--- config.mk ---
export PLATFORM = sky130hd
export DESIGN_NAME = dmem_ctrl
export DESIGN_NICKNAME = d
export VERILOG_FILES = /design/src/rtl/dmem_pkg.sv /design/src/rtl/dmem_lane_fmt.sv /design/src/rtl/dmem_ctrl.sv
export SDC_FILE = /design/constraint.sdc
export NUM_CORES = 1
export LEC_CHECK = 0
export ABC_AREA = 0
export BUFFER_PORTS_ARGS = -buffer_cell sky130_fd_sc_hd__buf_2
export CAP_MARGIN = 25
export CORE_AREA = 2 2 147 113
export DETAILED_ROUTE_END_ITERATION = 7
export DIE_AREA = 0 0 149 115
export GPL_TIMING_DRIVEN = 0
export MAX_ROUTING_LAYER = met4
export SETUP_SLACK_MARGIN = 0.15
export SYNTH_ARGS = -nofsm -noshare
export SYNTH_HDL_FRONTEND = slang
export SYNTH_SLANG_ARGS = --single-unit
--- constraint.sdc ---
create_clock -name clk -period 5.3 [get_ports clk]
set_input_delay 0 -clock clk [delete_from_list [all_inputs] [get_ports clk]]
set_output_delay 0 -clock clk [all_outputs]
set_load 0.03 [all_outputs]
--- src/rtl/dmem_pkg.sv ---
// rtl/dmem_pkg.sv - MemOp encodings, controller states and request legality check
package dmem_pkg;

    localparam logic [2:0] MOP_W  = 3'b000;
    localparam logic [2:0] MOP_B  = 3'b001;
    localparam logic [2:0] MOP_H  = 3'b010;
    localparam logic [2:0] MOP_BU = 3'b101;
    localparam logic [2:0] MOP_HU = 3'b110;

    typedef enum logic [2:0] {
        ST_IDLE,
        ST_RD,
        ST_MRG,
        ST_WR,
        ST_RSP,
        ST_ERR
    } state_t;

    // 1 when the memop exists for this direction and the address is naturally aligned
    function automatic logic mop_ok(input logic we, input logic [2:0] op, input logic [1:0] a);
        logic ok;
        case (op)
            MOP_W:   ok = (a == 2'b00);
            MOP_B:   ok = 1'b1;
            MOP_H:   ok = ~a[0];
            MOP_BU:  ok = ~we;
            MOP_HU:  ok = ~we & ~a[0];
            default: ok = 1'b0;
        endcase
        return ok;
    endfunction

endpackage

--- src/rtl/dmem_lane_fmt.sv ---
// rtl/dmem_lane_fmt.sv - load lane extract/extend and sub-word store merge
module dmem_lane_fmt
    import dmem_pkg::*;
(
    input  logic [2:0]  memop,
    input  logic [1:0]  addr_lo,
    input  logic [31:0] old_word,
    input  logic [31:0] wdata,
    output logic [31:0] rdata,
    output logic [31:0] merged
);

    logic [7:0]  byte_sel;
    logic [15:0] half_sel;

    // pick the addressed lane of the old word and extend it for loads
    always_comb begin
        byte_sel = old_word[7:0];
        case (addr_lo)
            2'd1:    byte_sel = old_word[15:8];
            2'd2:    byte_sel = old_word[23:16];
            2'd3:    byte_sel = old_word[31:24];
            default: byte_sel = old_word[7:0];
        endcase
        half_sel = addr_lo[1] ? old_word[31:16] : old_word[15:0];
        case (memop)
            MOP_B:   rdata = {{24{byte_sel[7]}}, byte_sel};
            MOP_BU:  rdata = {24'h0, byte_sel};
            MOP_H:   rdata = {{16{half_sel[15]}}, half_sel};
            MOP_HU:  rdata = {16'h0, half_sel};
            default: rdata = old_word;
        endcase
    end

    // overwrite only the addressed byte/half of the old word for stores
    always_comb begin
        merged = old_word;
        case (memop)
            MOP_B, MOP_BU: begin
                case (addr_lo)
                    2'd1:    merged[15:8]  = wdata[7:0];
                    2'd2:    merged[23:16] = wdata[7:0];
                    2'd3:    merged[31:24] = wdata[7:0];
                    default: merged[7:0]   = wdata[7:0];
                endcase
            end
            MOP_H, MOP_HU: begin
                if (addr_lo[1]) merged[31:16] = wdata[15:0];
                else            merged[15:0]  = wdata[15:0];
            end
            MOP_W:   merged = wdata;
            default: merged = old_word;
        endcase
    end

endmodule

--- src/rtl/dmem_ctrl.sv ---
// rtl/dmem_ctrl.sv - data RAM sequencer (sub-word RMW, load extend); DMEM_CTRL_LOADER_EN adds loader port
module dmem_ctrl
    import dmem_pkg::*;
#(
    parameter int ADDR_W = 16,
    parameter int DATA_W = 32
) (
    input  logic              clk,
    input  logic              rst,
    input  logic              cpu_req,
    input  logic              cpu_we,
    input  logic [2:0]        cpu_memop,
    input  logic [ADDR_W-1:0] cpu_addr,
    input  logic [DATA_W-1:0] cpu_wdata,
    output logic              cpu_ready,
    output logic              cpu_done,
    output logic [DATA_W-1:0] cpu_rdata,
    output logic              cpu_err,
`ifdef DMEM_CTRL_LOADER_EN
    input  logic              ld_req,
    input  logic [ADDR_W-1:0] ld_addr,
    input  logic [DATA_W-1:0] ld_wdata,
    output logic              ld_ready,
    output logic              ld_done,
`endif
    output logic              ram_en,
    output logic              ram_we,
    output logic [ADDR_W-3:0] ram_addr,
    output logic [DATA_W-1:0] ram_wdata,
    input  logic [DATA_W-1:0] ram_rdata
);

    state_t            state, state_n;
    logic              cpu_take, ld_take;
    logic              ld_pend, ld_rdy_i, ld_done_i;
    logic [ADDR_W-3:0] ld_word;
    logic [DATA_W-1:0] ld_data;
    logic              we_q, ldr_q;
    logic [2:0]        op_q;
    logic [1:0]        lo_q;
    logic [DATA_W-1:0] wdata_q;
    logic [DATA_W-1:0] fmt_rdata, fmt_merged;

`ifdef DMEM_CTRL_LOADER_EN
    logic unused_ld_lo;
    assign ld_pend      = ld_req;
    assign ld_word      = ld_addr[ADDR_W-1:2];
    assign ld_data      = ld_wdata;
    assign ld_ready     = ld_rdy_i;
    assign ld_done      = ld_done_i;
    assign unused_ld_lo = ^ld_addr[1:0];
`else
    logic unused_ld;
    assign ld_pend   = 1'b0;
    assign ld_word   = '0;
    assign ld_data   = '0;
    assign unused_ld = ld_rdy_i ^ ld_done_i;
`endif

    dmem_lane_fmt u_fmt (
        .memop    (op_q),
        .addr_lo  (lo_q),
        .old_word (ram_rdata),
        .wdata    (wdata_q),
        .rdata    (fmt_rdata),
        .merged   (fmt_merged)
    );

    // state register; reset drops any access in flight
    always_ff @(posedge clk or posedge rst) begin
        if (rst) state <= ST_IDLE;
        else     state <= state_n;
    end

    // next state, handshakes and pulses; loader beats the CPU in IDLE
    always_comb begin
        state_n   = state;
        cpu_ready = 1'b0;
        cpu_done  = 1'b0;
        cpu_err   = 1'b0;
        ld_rdy_i  = 1'b0;
        ld_done_i = 1'b0;
        cpu_take  = 1'b0;
        ld_take   = 1'b0;
        case (state)
            ST_IDLE: begin
                cpu_ready = ~ld_pend;
                ld_rdy_i  = 1'b1;
                if (ld_pend) begin
                    ld_take = 1'b1;
                    state_n = ST_WR;
                end else if (cpu_req) begin
                    cpu_take = 1'b1;
                    if (!mop_ok(cpu_we, cpu_memop, cpu_addr[1:0])) state_n = ST_ERR;
                    else if (cpu_we && cpu_memop == MOP_W)          state_n = ST_WR;
                    else                                            state_n = ST_RD;
                end
            end
            ST_RD:  state_n = ST_MRG;
            ST_MRG: state_n = we_q ? ST_WR : ST_RSP;
            ST_WR: begin
                state_n   = ST_IDLE;
                cpu_done  = ~ldr_q;
                ld_done_i = ldr_q;
            end
            ST_RSP: begin
                state_n  = ST_IDLE;
                cpu_done = 1'b1;
            end
            ST_ERR: begin
                state_n = ST_IDLE;
                cpu_err = 1'b1;
            end
            default: state_n = ST_IDLE;
        endcase
    end

    // request latches and registered RAM port / load data
    always_ff @(posedge clk or posedge rst) begin
        if (rst) begin
            ram_en    <= 1'b0;
            ram_we    <= 1'b0;
            ram_addr  <= '0;
            ram_wdata <= '0;
            cpu_rdata <= '0;
            we_q      <= 1'b0;
            ldr_q     <= 1'b0;
            op_q      <= MOP_W;
            lo_q      <= 2'b00;
            wdata_q   <= '0;
        end else begin
            ram_en <= (state_n == ST_RD) || (state_n == ST_WR);
            ram_we <= (state_n == ST_WR);
            if (ld_take) begin
                ldr_q     <= 1'b1;
                ram_addr  <= ld_word;
                ram_wdata <= ld_data;
            end else if (cpu_take) begin
                ldr_q    <= 1'b0;
                we_q     <= cpu_we;
                op_q     <= cpu_memop;
                lo_q     <= cpu_addr[1:0];
                wdata_q  <= cpu_wdata;
                ram_addr <= cpu_addr[ADDR_W-1:2];
                if (cpu_we && cpu_memop == MOP_W) ram_wdata <= cpu_wdata;
            end
            if (state == ST_MRG) begin
                if (we_q) ram_wdata <= fmt_merged;
                else      cpu_rdata <= fmt_rdata;
            end
        end
    end

endmodule

Yosys cells after proc, flatten, opt, wreduce, memory -nomap -nowiden --
Cells that the tools add are included.
Word-level totals: register bits after elaboration 121, input port bits 87, output and inout bits 83
Cells by class: equal/unequal tests 18, muxes and demuxes 27, bitwise operators 4, reduce and logical (&&, ||, !) cells 11
Operators with widths (number):
- 2-to-1 mux 32 bit | 4
- one-hot mux 32 bit (4 select lines) | 1
- one-hot mux 32 bit (3 select lines) | 1
- 2-to-1 mux 16 bit | 3
- 2-to-1 mux 8 bit | 4
- one-hot mux 8 bit (3 select lines) | 1
- equality test 3 bit, second input constant | 6
- equality test 3 x 2 -> 1 bit, second input constant | 5
- equality test 3 x 1 -> 1 bit, second input constant | 4
- zero test 3 bit | 3
- 2-to-1 mux 3 bit | 3
- one-hot mux 3 bit (3 select lines) | 1
- 2-to-1 mux 1 bit | 7
- OR reduction 2 bit | 3
- one-hot mux 1 bit (5 select lines) | 1
- equality test 2 bit, second input constant | 2
- inverter 1 bit | 3
- OR reduction 3 bit | 1
- equality test 2 x 1 -> 1 bit, second input constant | 1
- zero test 2 bit | 1
- 2-to-1 mux 2 bit | 1
- AND reduction 2 bit | 1
- bitwise AND 1 bit | 1
- logical AND 1 bit | 1
- logical OR 1 bit | 1

Depth between registers and ports, before layout --
Gate-level depths: netlist of run 1.
word-level depth 10, gate-level depth with buffers 7, gate-level depth less buffers 4

Cells and area by module --
Synthesis of run 1 repeated with hierarchy kept, for this count alone.
Unflattened totals: cell total of the unflattened synthesis 750, area total of the unflattened synthesis 6835.3 um2
By module, submodules not included:
- dmem_ctrl | instances 1, cells an instance 504, area each 5161.2 um2, sequential area each 3027.9 um2
- dmem_lane_fmt | instances 1, cells an instance 246, area each 1674.1 um2, sequential area each 0.0 um2

Worst setup path after synthesis of run 1 --
No wires, ideal clock.
path type register -> register, start register state[2], end register ram_addr[12], setup time 0.128 ns, arrival 1.550 ns, path slack 3.623 ns, cell stages (with the launch flop) 6, path buffers 3, clock period less this slack 1.677 ns, cell sequence dfrtp_1 buf_4 nor4b_4 buf_4 buf_2 mux2_1
On the way: word-level cells in the longest chain between the ends 2
RTL lines:
- start, declared | RTL line dmem_ctrl.sv:33 | state_t state, state_n;
- start signal, assigned | RTL line dmem_ctrl.sv:72 | else state <= state_n;
- zero test 3 bit | RTL line dmem_ctrl.sv:85 | case (state)
- 2-to-1 mux 1 bit | RTL line dmem_ctrl.sv:85
- end signal, assigned | RTL line dmem_ctrl.sv:136 | ram_addr <= ld_word;
- end signal, assigned | RTL line dmem_ctrl.sv:144 | ram_addr <= cpu_addr[ADDR_W-1:2];
- end, declared | RTL line dmem_ctrl.sv:28 | output logic [ADDR_W-3:0] ram_addr,
Every way passes these cells. A chain may end at the register's enable or synchronous reset.

Worst setup path in the final report of run 1 --
start register op_q[1], end register ram_wdata[21]
On the way: word-level cells in the longest chain between the ends 5, elaborated cells on any way between the ends 10, those cells by class 4 x eq/ne; 3 x mux; 3 x reduce/logical
RTL lines:
- start, declared | RTL line dmem_ctrl.sv:39 | logic [2:0] op_q;
- start signal, assigned | RTL line dmem_ctrl.sv:141 | op_q <= cpu_memop;
- equality test 3 x 2 -> 1 bit (tied with other cells) | RTL line dmem_lane_fmt.sv:38 | case (memop)
- OR reduction 2 bit | RTL line dmem_lane_fmt.sv:38
- one-hot mux 32 bit (3 select lines) (*) | RTL line dmem_lane_fmt.sv:38
- 2-to-1 mux 32 bit (*) | RTL line dmem_ctrl.sv:148 | if (we_q) ram_wdata <= fmt_merged;
- 2-to-1 mux 32 bit (*) | RTL line dmem_ctrl.sv:147 | if (state == ST_MRG) begin
- end signal, assigned | RTL line dmem_ctrl.sv:137 | ram_wdata <= ld_data;
- end signal, assigned | RTL line dmem_ctrl.sv:145 | if (cpu_we && cpu_memop == MOP_W) ram_wdata <= cpu_wdata;
- end signal, assigned | RTL line dmem_ctrl.sv:148
- end, declared | RTL line dmem_ctrl.sv:29 | output logic [DATA_W-1:0] ram_wdata,
Mark *: on every way between the ends. The rest lies on a longest branch, timed or not.

==> results of run 1 <==
-- layout by cell type (no fill, tap or decap), types with 8 or more instances in the layout --
cell,instances
sky130_fd_sc_hd__a221oi_1,17
sky130_fd_sc_hd__nand3_2,10
sky130_fd_sc_hd__nor3_1,10
sky130_fd_sc_hd__dlygate4sd3_1,80
sky130_fd_sc_hd__dfrtp_1,121
sky130_fd_sc_hd__buf_2,191
sky130_fd_sc_hd__mux2i_1,36
sky130_fd_sc_hd__a22oi_1,26
sky130_fd_sc_hd__nand3_1,48
sky130_fd_sc_hd__clkbuf_16,17
sky130_fd_sc_hd__mux2_1,11
sky130_fd_sc_hd__a21oi_1,18
sky130_fd_sc_hd__buf_4,8
sky130_fd_sc_hd__nor2_1,15
sky130_fd_sc_hd__clkbuf_1,13
sky130_fd_sc_hd__mux2_2,45
sky130_fd_sc_hd__nand2_1,58
sky130_fd_sc_hd__o22ai_1,8
-- routing by layer --
metal  vias to the layer above  track usage [%]
met3                        22             5.36
met1                      2842             36.5
met2                       260             38.5
li1                       2618                -
met4                         0             6.54
met5                         -                -
-- state kept, by name, summed over array words and instances (netlist names) --
signal	cells
ram_addr	14
ram_wdata	32
state	3
wdata_q	32
ram_en	1
cpu_rdata	32
op_q	3
ram_we	1
we_q	1
lo_q	2
-- worst paths after layout --
| kind | startpoint | endpoint | slack [ns] | depth (start not counted) |
|---|---|---|---|---|
| worst max-delay path | op_q[1] | ram_wdata[21] | 3.21 | 4 |
| worst min-delay path | ram_rdata[5] | cpu_rdata[5] | 0.02 | 3 |
| worst max register to register | op_q[1] | ram_wdata[21] | 3.21 | 4 |
| worst min register to register | cpu_rdata[3] | cpu_rdata[3] | 0.48 | 2 |
| max in group asynchronous | rst | cpu_rdata[6] | 4.41 | 4 |
| min in group asynchronous | rst | ram_addr[5] | 0.16 | 3 |
-- power by group through the flow --
stage                     clock, mW  combinational [mW]  sequential (mW)
after floorplan                   0                1.42             2.20
after global routing           1.18                3.05             1.75
after CTS                      1.14                2.84             1.69
after detailed placement          0                2.78             1.70
final                          1.12                2.85             1.70
after global placement            0                2.74             1.68
-- repair_timing --
action	in CTS	in global routing
hold endpoints to repair	156	0
resized for setup	0	0
hold buffers	80	0
-- area by class of cell --
type / count / area share, %
sequential: 121 / 35.0
tap: 210 / 3.04
clock inverter: 9 / 1.14
inverter: 5 / 0.275
multi-input combinational: 385 / 33.2
buffer: 42 / 2.58
timing repair buffer: 250 / 19.4
clock buffer: 22 / 5.37
-- kinds of logic after synthesis --
kind of cell / synth area share [%]
flip-flops: 49.3
multiplexers: 16.1
AO/OA/AOI/OAI: 15.9
AND/OR/NAND/NOR: 14.8
buffers and inverters: 3.93
-- worst reg2reg max path, delay by kind of cell (launching register included) --
family	cells	cell delay, ns
AOI/OAI and AO/OA	3	1.26
DFF	1	0.47
and+or+nand+nor	1	0.27
==> flow_summary.toml, run 1 <==
[status]
status = "finished clean"

[timing]
layout_worst_path_cycle_share_pct = 39.5
timing.fmax_mhz = 478
finalSetupTns_ns = 0
hold-worst-slack_ns = 0.0214
finalHoldViolCount = 0
slew_violations = 0
finalSetupViolations = 0
setup_slack_ns = 3.21
timing.final.crit_period_ns = 2.09
finalClockSkew_ns = 0.00626
actual_slew_at_the_worst_max_slew_pin_ns = 1.06
grt_setup_unrepaired = "no"
relSlewSlack_pct = 29.4

[setup_path]
critPathTopFamily = "compound AO/OA/AOI/OAI gates"
timing.critical_path.to_type = "flop"
slowest_delay_ns = 0.85
timing.critical_path.arrival_ns = 2.42
critical_path_buf_inv_count = 0
crit_path_max_fanout = 8
crit_path_start_kind = "flop"
crit_chain = "nand3b_1 > o22ai_1 > a221oi_1 > a22oi_1"
slowest_stage = "sky130_fd_sc_hd__o22ai_1"
worst_setup_path_category = "flop to flop"
worstPathRequired_ns = 5.63

[detailed_routing]
routed_wirelength_um = 21200
drt_pre_antenna_iters = 5
via_count = 5742
drt_iter0_drc = 586
routed.top_layer = "met4"
met2RoutedLength_um = 9490
post_drt_wl_per_cell_um = 20.3
avgViaCountPerCell = 5.50
drc_errors = 0
met1_length_um = 9780
met3_routed_length_um = 1620
antenna_left = 0

[final_layout]
design_area_sq_mm = 0.00865
areaGrowthSynthToFinish_pct = 40.8
stdcell_count = 1044
antenna-diode-count = 0
fin_util_pct = 55.0
seq_area_sq_mm = 0.00303
fillerInstances = 1394
layout.nets = 909
multiInputGateArea_sq_mm = 0.00287
layout_cell_share_with_drive_strength_beyond_1_pct = 36.6

[synth]
synth_edf_count = 0
post_synth_instance_area_sq_mm = 0.00614
post-synth-top-area-cell = "sky130_fd_sc_hd__dfrtp_1"
synth-async-reset-ratio_pct = 100
syn_area_per_cell_sq_um = 11.1
yosys_register_bits = 121
synth.yosys.warnings = 0
synth.distinct_cells = 49
yosys.cell_count.top_type = "sky130_fd_sc_hd__dfrtp_1"
mappedNetlistNets = 640
synth.area.top_cells = "sky130_fd_sc_hd__dfrtp_1 (49%), sky130_fd_sc_hd__mux2_2 (8.2%), sky130_fd_sc_hd__mux2i_1 (5.9%)"
synth_top_area_share_pct = 49.3
synthTopCellsByCount = "sky130_fd_sc_hd__dfrtp_1 (121), sky130_fd_sc_hd__nand2_1 (58), sky130_fd_sc_hd__nand3_1 (48)"
ys_seq_area_share_pct = 49.3
syn-instance-count = 553
yosys_most_used_dff = "sky130_fd_sc_hd__dfrtp_1"

[grt]
global_route_wire_length_before_repair_um = 32300
grt.total_usage_pct = 25.9
overflow_left_after_global_routing = 0
grt_max_degree = 76
grt_pass1_vias = 5756
initial_antenna_violation_count = 0

[power_and_ir_drop]
seqPwrFrac_pct = 29.9
combPwrFrac_pct = 50.2
pwr_density_cell_mw_per_mm2 = 656
worst_ir_drop_vdd_mv = 0.280
net_switching_power_of_the_design_mw = 2.57
power.share.clock_pct = 19.8
power.static_leakage_nw = 4.10
internal_power_mw = 3.10
switching_share_pct = 45.3
report.power.total_mw = 5.67

[clock_network]
insertion_delay_of_the_later_clocked_pin_in_the_worst_skew_pair_ns = 0.42
cts.clk_slew.worst_paths_ns = 0.06
numClockSinks = 121
root_buffer = "sky130_fd_sc_hd__clkbuf_16"
clock_tree.buffer_depth = 2
num_cts_buffers = 17
cts_tree = "built"
cts_setup_buffers = 0
htree_num_levels = 4

[placed_design]
post-dp-hpwl_um = 15400
pre_cts_ws_ns = 3.28
place.port_buffers = 169
gp_routability_congestion = 0.914
placed_cells_incl_taps = 933
cell_area_after_placement_sq_mm = 0.00728

[floorplan]
coreArea_sq_mm = 0.0157
dieArea_sq_mm = 0.0171
initial_utilization_pct = 39.1
num_rows = 40
die-width_um = 149
io_pins = 170
chipHeight_um = 115

[min_path]
holdCritPathClass = "input pin to flop"

[flow_run]
number_of_maximum_capacitance_violations = 0
No activity file was read; power rests on OpenSTA's default activity.
==> inputs of run 2 (changes only) <==
ABC_AREA = 1   (was 0)
CORE_AREA = 2 2 161 124   (was 2 2 147 113)
DIE_AREA = 0 0 163 126   (was 0 0 149 115)
clock period = 1.85 ns   (was 5.3 ns; I/O delays follow)
==> run 2 against run 1 <==
Non-clock buffer count grew 27. Wire length grew 43%. Synthesized area grew 22%. Clock power grew to 2.8 times the previous value. Global-route usage grew 5.0 points. Synthesized cell count grew 100%. Flip-flop and latch count is the same. First-iteration DRC count grew 42%. Clock skew grew 0.0057 ns. Via count grew 46%. Sequential power grew to 2.8 times the previous value. Critical endpoint is now ram_wdata[7]. Count of clock-buffer cells in the layout shrank 4.
==> flow_summary.toml, run 2 <==
[status]
status = "finished clean"

[detailed_routing]
drt_iter0_drc = 832
routed_wirelength_um = 30200
drt_pre_antenna_iters = 5
antenna_left = 0
via_count = 8408
drc_errors = 0
post_drt_wl_per_cell_um = 18.3
avgViaCountPerCell = 5.10

[setup_path]
crit_chain = "inv_2 > nor2_1 > clkbuf_4 > clkbuf_4 > o211ai_1 > nand4_1 > nand2_1 > nand2_1"
setup.reg_to_reg.worst_slack_ns = 0.19
crit_path_max_fanout = 10
critPathTopFamily = "buffers and inverters"
worstPathRequired_ns = 2.21
worst_setup_path_startpoint = "op_q[1]"
timing.critical_path.to_type = "flop"
crit_path_start_kind = "flop"
worst_setup_path_category = "flop to flop"
slowest_delay_ns = 0.40
worstReg2RegEnd = "ram_wdata[7]"
crit-reg2reg-launch = "op_q[1]"
critical_path_buf_inv_count = 3
timing.critical_path.arrival_ns = 2.02
slowest_stage = "sky130_fd_sc_hd__dfrtp_1"
rr_worst_depth = 8

[synth]
yosys.cell_count.top_type = "sky130_fd_sc_hd__nand2_1"
synth.area.top_cells = "sky130_fd_sc_hd__dfrtp_1 (41%), sky130_fd_sc_hd__nand2_1 (22%), sky130_fd_sc_hd__inv_1 (6.5%)"
yosys_most_used_dff = "sky130_fd_sc_hd__dfrtp_1"
mappedNetlistNets = 1195
synth.distinct_cells = 26
synth_top_area_share_pct = 40.5
synth-async-reset-ratio_pct = 100
synthTopCellsByCount = "sky130_fd_sc_hd__nand2_1 (444), sky130_fd_sc_hd__inv_1 (129), sky130_fd_sc_hd__dfrtp_1 (121)"
syn_area_per_cell_sq_um = 6.74
ys_seq_area_share_pct = 40.5
post-synth-top-area-cell = "sky130_fd_sc_hd__dfrtp_1"
syn-instance-count = 1108
synth_edf_count = 0
yosys_register_bits = 121
post_synth_instance_area_sq_mm = 0.00747
synth.yosys.warnings = 0

[power_and_ir_drop]
pwr_density_cell_mw_per_mm2 = 1900
worst_ir_drop_vdd_mv = 1.04
power.static_leakage_nw = 5.47
report.power.total_mw = 19.5

[clock_network]
root_buffer = "sky130_fd_sc_hd__clkbuf_16"
cts.clk_slew.worst_paths_ns = 0.07
htree_num_levels = 4
num_cts_buffers = 17
clock_tree.buffer_depth = 2
cts_tree = "built"
numClockSinks = 121
insertion_delay_of_the_later_clocked_pin_in_the_worst_skew_pair_ns = 0.44

[timing]
finalSetupViolations = 0
timing.final.crit_period_ns = 1.66
finalClockSkew_ns = 0.0120
grt_setup_unrepaired = "yes"
layout_worst_path_cycle_share_pct = 89.5
actual_slew_at_the_worst_max_slew_pin_ns = 0.587
slew_violations = 0
timing.fmax_mhz = 604
finalHoldViolCount = 0
relSlewSlack_pct = 60.9

[floorplan]
chipHeight_um = 126
initial_utilization_pct = 39.3
dieArea_sq_mm = 0.0205
io_pins = 170
num_rows = 44
coreArea_sq_mm = 0.0190
die-width_um = 163

[placed_design]
cell_area_after_placement_sq_mm = 0.00870
post-dp-hpwl_um = 22600
gp_routability_congestion = 1.05
place.port_buffers = 169

[grt]
overflow_left_after_global_routing = 0
grt_max_degree = 43
global_route_wire_length_before_repair_um = 46000
initial_antenna_violation_count = 1
grt_pass1_vias = 7916
grt.total_usage_pct = 30.9

[final_layout]
regs_by_ff_count = "cpu_rdata (32), ram_wdata (32), wdata_q (32)"
areaGrowthSynthToFinish_pct = 37.0
design_area_sq_mm = 0.0102
layout.nets = 1470
layout_cell_share_with_drive_strength_beyond_1_pct = 23.2
final_cell_mix = "sky130_fd_sc_hd__nand2_1 (440), sky130_fd_sc_hd__buf_2 (183), sky130_fd_sc_hd__inv_1 (125), sky130_fd_sc_hd__dfrtp_1 (120), sky130_fd_sc_hd__nand3_1 (90)"
final_common_cell = "sky130_fd_sc_hd__nand2_1"

[flow_run]
number_of_maximum_capacitance_violations = 0

[min_path]
holdCritStartpoint = "ram_rdata[10]"
holdCritPathClass = "input pin to flop"
timing.hold.worst_path_depth = 5
hold_path_end = "cpu_rdata[10]"
[run 2: cell count changes after synthesis, sizes merged, moves of 36 or more]
cell    previous run  this run
mux2i             36         0
o21ai             10        63
mux2              56         0
inv                5       135
a21oi             18        66
o211ai             1        44
nand2             59       449
[run 2: cell families after synthesis]
group	share of synthesized area, %
flip-flops	40.5
AO/OA/AOI/OAI	13.2
AND/OR/NAND/NOR	35.2
buffers and inverters	11.1
[run 2: final cells by class]
cell class	instances	area (sq um)
diodes	1	2.50
flip-flops and latches	121	3030
repair buffers	256	1710
clock buffers	18	429
inverters	135	519
fillers	1907	8760
clock inverters	14	115
well taps	253	317
multi-input cells	789	3680
plain buffers	63	425
[run 2: through the flow]
| step | hold slack (ns) | cells | utilization (%) | setup TNS, ns | worst slack [ns] |
|---|---|---|---|---|---|
| 2_1_floorplan | 0.117 | 1108 | - | 0 | 0.367 |
| 4_1_cts | 0.000342 | 1636 | 52.7 | 0 | 0.0877 |
| 5_1_grt | 0.0180 | 1650 | 53.9 | 0 | 0.0770 |
| 3_5_place_dp | 0.0351 | 1533 | 45.8 | -1.87 | -0.164 |
| 6_report | 0.00932 | 1650 | 53.9 | 0 | 0.195 |
| 3_3_place_gp | 0.201 | 1530 | 45.5 | -65.10 | -0.541 |
[run 2: worst min-delay path: stages]
cell                      delay, ns
sky130_fd_sc_hd__buf_2         0.07
sky130_fd_sc_hd__inv_1         0.09
sky130_fd_sc_hd__a21oi_1       0.14
sky130_fd_sc_hd__nand2_1       0.06
sky130_fd_sc_hd__nand2_1       0.05
[run 2: power breakdown]
| part | internal [mW] | switching, mW |
|---|---|---|
| logic | 3.62 | 7.98 |
| clock network | 1.73 | 1.40 |
| registers | 3.96 | 0.779 |
[run 2: per-layer routing]
layer  vias up  global-route usage (%)  share of wire, %  wire [um]
met5         -                       -                 0          0
met4         0                    8.02               2.1        623
met3        44                    8.30               9.8       2970
met2       398                    43.3                41      12400
met1      3887                    44.1                47      14200
li1       4079                       -                 -          -
[run 2: worst max-delay path by stage]
stage | endpoint | slack (ns) | cells past startpoint
after floorplan | cpu_rdata[0] | 0.37 | 1
after global placement | cpu_rdata[30] | -0.54 | 2
after detailed placement | ram_wdata[20] | -0.16 | 7
after CTS | ram_wdata[7] | 0.09 | 8
after global routing | ram_wdata[25] | 0.08 | 8
final | ram_wdata[7] | 0.19 | 8
[run 2: timing repair]
action / 4_1_cts / 5_1_grt
setup endpoints to repair: 66 / 106
endpoints found under the hold margin: 187 / 0
buffers inserted: 0 / 13
hold buffers: 71 / 0
pin swaps: 0 / 7
resized for setup: 23 / 66
==> inputs of run 3 (changes only) <==
SETUP_SLACK_MARGIN = 0.3   (was 0.15)
==> run 3 against run 2 <==
Flip-flop and latch count unchanged. Global-route usage increased by 0.25 points. Combinational power rose by 7%. Via count rose by 1.0%. Non-clock buffer count rose by 10. Wire length is 1.5% higher. Count of clock-buffer cells in the layout did not move. Largest cell class unchanged. Largest power group unchanged.
==> flow_summary.toml, run 3 (same netlist as run 2, synthesis figures left out) <==
[setup_path]
critical_path_buf_inv_count = 1
crit_chain = "nor2_2 > nand2_2 > nor2_4 > nand2_8 > buf_4 > nand2_1 > o21ai_0 > nand2_1 > nand2_1"
worst_setup_path_category = "flop to flop"
worst_setup_path_startpoint = "state[2]"
rr_worst_depth = 9
critPathTopFamily = "simple AND/OR/NAND/NOR gates"
timing.critical_path.to_type = "flop"
critical-path-top-cell-by-count = "sky130_fd_sc_hd__nand2_1"
crit-reg2reg-launch = "state[2]"
slowest_delay_ns = 0.39
timing.critical_path.arrival_ns = 1.95
worstPathRequired_ns = 2.16
slowest_stage = "sky130_fd_sc_hd__dfrtp_1"
crit_path_max_fanout = 7
critical_path_depth_in_cells = 9
crit_path_start_kind = "flop"

[timing]
finalHoldViolCount = 0
slew_violations = 0
setup_slack_ns = 0.212
finalSetupViolations = 0
finalClockSkew_ns = 0.0147
timing.final.crit_period_ns = 1.64
actual_slew_at_the_worst_max_slew_pin_ns = 0.450
layout_worst_path_cycle_share_pct = 88.5
timing.fmax_mhz = 611
grt_setup_unrepaired = "yes"
relSlewSlack_pct = 70.0
finalSetupTns_ns = 0

[grt]
grt_pass1_vias = 8058
grt_max_degree = 43
overflow_left_after_global_routing = 0
global_route_wire_length_before_repair_um = 46400
grt.total_usage_pct = 31.2
initial_antenna_violation_count = 0

[floorplan]
io_pins = 170
dieArea_sq_mm = 0.0205
initial_utilization_pct = 39.3
die-width_um = 163
coreArea_sq_mm = 0.0190
chipHeight_um = 126
num_rows = 44

[detailed_routing]
via_count = 8496
drc_errors = 0
drt_pre_antenna_iters = 5
antenna_left = 0
avgViaCountPerCell = 5.12
drt_iter0_drc = 819
routed_wirelength_um = 30700
post_drt_wl_per_cell_um = 18.5

[min_path]
timing.hold.worst_path_depth = 5
holdCritPathClass = "input pin to flop"
holdCritStartpoint = "ram_rdata[9]"

[clock_network]
root_buffer = "sky130_fd_sc_hd__clkbuf_16"
htree_num_levels = 4
numClockSinks = 121
cts.clk_slew.worst_paths_ns = 0.06
cts_tree = "built"
num_cts_buffers = 17
clock_tree.buffer_depth = 2
insertion_delay_of_the_later_clocked_pin_in_the_worst_skew_pair_ns = 0.44

[placed_design]
gp_routability_congestion = 1.05
post-dp-hpwl_um = 22600
pre_cts_ws_ns = -0.164
placed_cells_incl_taps = 1533
place.port_buffers = 169

[power_and_ir_drop]
power.share.clock_pct = 15.5
net_switching_power_of_the_design_mw = 10.5
pwr_density_cell_mw_per_mm2 = 1900
power.static_leakage_nw = 5.60
worst_ir_drop_vdd_mv = 1.07
switching_share_pct = 51.7
internal_power_mw = 9.80
combPwrFrac_pct = 60.9
report.power.total_mw = 20.3
seqPwrFrac_pct = 23.6

[final_layout]
fin_util_pct = 56.2
layout.nets = 1480
antenna-diode-count = 0
final_cell_mix = "sky130_fd_sc_hd__nand2_1 (431), sky130_fd_sc_hd__buf_2 (173), sky130_fd_sc_hd__inv_1 (121), sky130_fd_sc_hd__dfrtp_1 (119), sky130_fd_sc_hd__nand3_1 (88)"
final_common_cell = "sky130_fd_sc_hd__nand2_1"
regs_by_ff_count = "cpu_rdata (32), ram_wdata (32), wdata_q (32)"
layout_cell_share_with_drive_strength_beyond_1_pct = 26.8
areaGrowthSynthToFinish_pct = 42.8
stdcell_count = 1659

[flow_run]
number_of_maximum_capacitance_violations = 0

[status]
status = "finished clean"
[run 3: cell types whose count changed in the layout (fill, tap and decap cells not counted), sizes merged]
cell	previous run	this run
buf	225	240
diode	1	0
dlygate4sd3	71	73
clkbuf	41	34
[run 3: timing repair]
action,4_1_cts,5_1_grt
endpoints found under the hold margin,189,0
cloned,0,2
hold buffers,73,0
setup endpoints to repair,106,108
resized for setup,84,110
pin swaps,8,9
buffers inserted,11,8
[run 3: path summary, 6_finish.rpt]
check,endpoint,slack [ns]
min in group asynchronous,ram_wdata[11],0.12
max,ram_wdata[17],0.21
max reg2reg,ram_wdata[17],0.21
min,cpu_rdata[9],0.001
max in group asynchronous,op_q[1],0.95
min reg2reg,ram_addr[12],0.46
[run 3: metrics by stage]
step                instance area (sq um)  hold slack (ns)
floorplan                            7470            0.117
global placement                     8640            0.201
detailed placement                   8700           0.0351
CTS                                 10300          0.00491
global route                        10700           0.0323
finish                              10700          0.00110
[run 3: power groups by stage]
stage / Combinational (mW) / Clock (mW) / Sequential, mW
after global placement: 10.7 / 0 / 4.75
final: 12.4 / 3.14 / 4.80
after floorplan: 5.76 / 0 / 6.35
after CTS: 11.6 / 3.18 / 4.73
after detailed placement: 10.7 / 0 / 4.74
after global routing: 13.4 / 3.31 / 4.96
[run 3: routing by layer]
| layer | wire (um) | track usage (%) |
|---|---|---|
| met1 | 14000 | 44.0 |
| met2 | 12800 | 43.5 |
| met3 | 3250 | 8.83 |
| met4 | 655 | 9.01 |
| met5 | 0 | - |
[run 3: worst reg2reg max path: stages (launching register included)]
cell	delay, ns
sky130_fd_sc_hd__dfrtp_1	0.39
sky130_fd_sc_hd__nor2_2	0.17
sky130_fd_sc_hd__nand2_2	0.10
sky130_fd_sc_hd__nor2_4	0.25
sky130_fd_sc_hd__nand2_8	0.13
sky130_fd_sc_hd__buf_4	0.20
sky130_fd_sc_hd__nand2_1	0.05
sky130_fd_sc_hd__o21ai_0	0.09
sky130_fd_sc_hd__nand2_1	0.08
sky130_fd_sc_hd__nand2_1	0.06
[run 3: layout make-up]
cell class	count	area [sq um]
Fill cell	1847	8330
Clock buffer	18	429
Buffer	63	574
Sequential cell	121	3030
Multi-Input combinational cell	789	3830
Tap cell	253	317
Timing Repair Buffer	266	1830
Clock inverter	14	115
Inverter	135	532
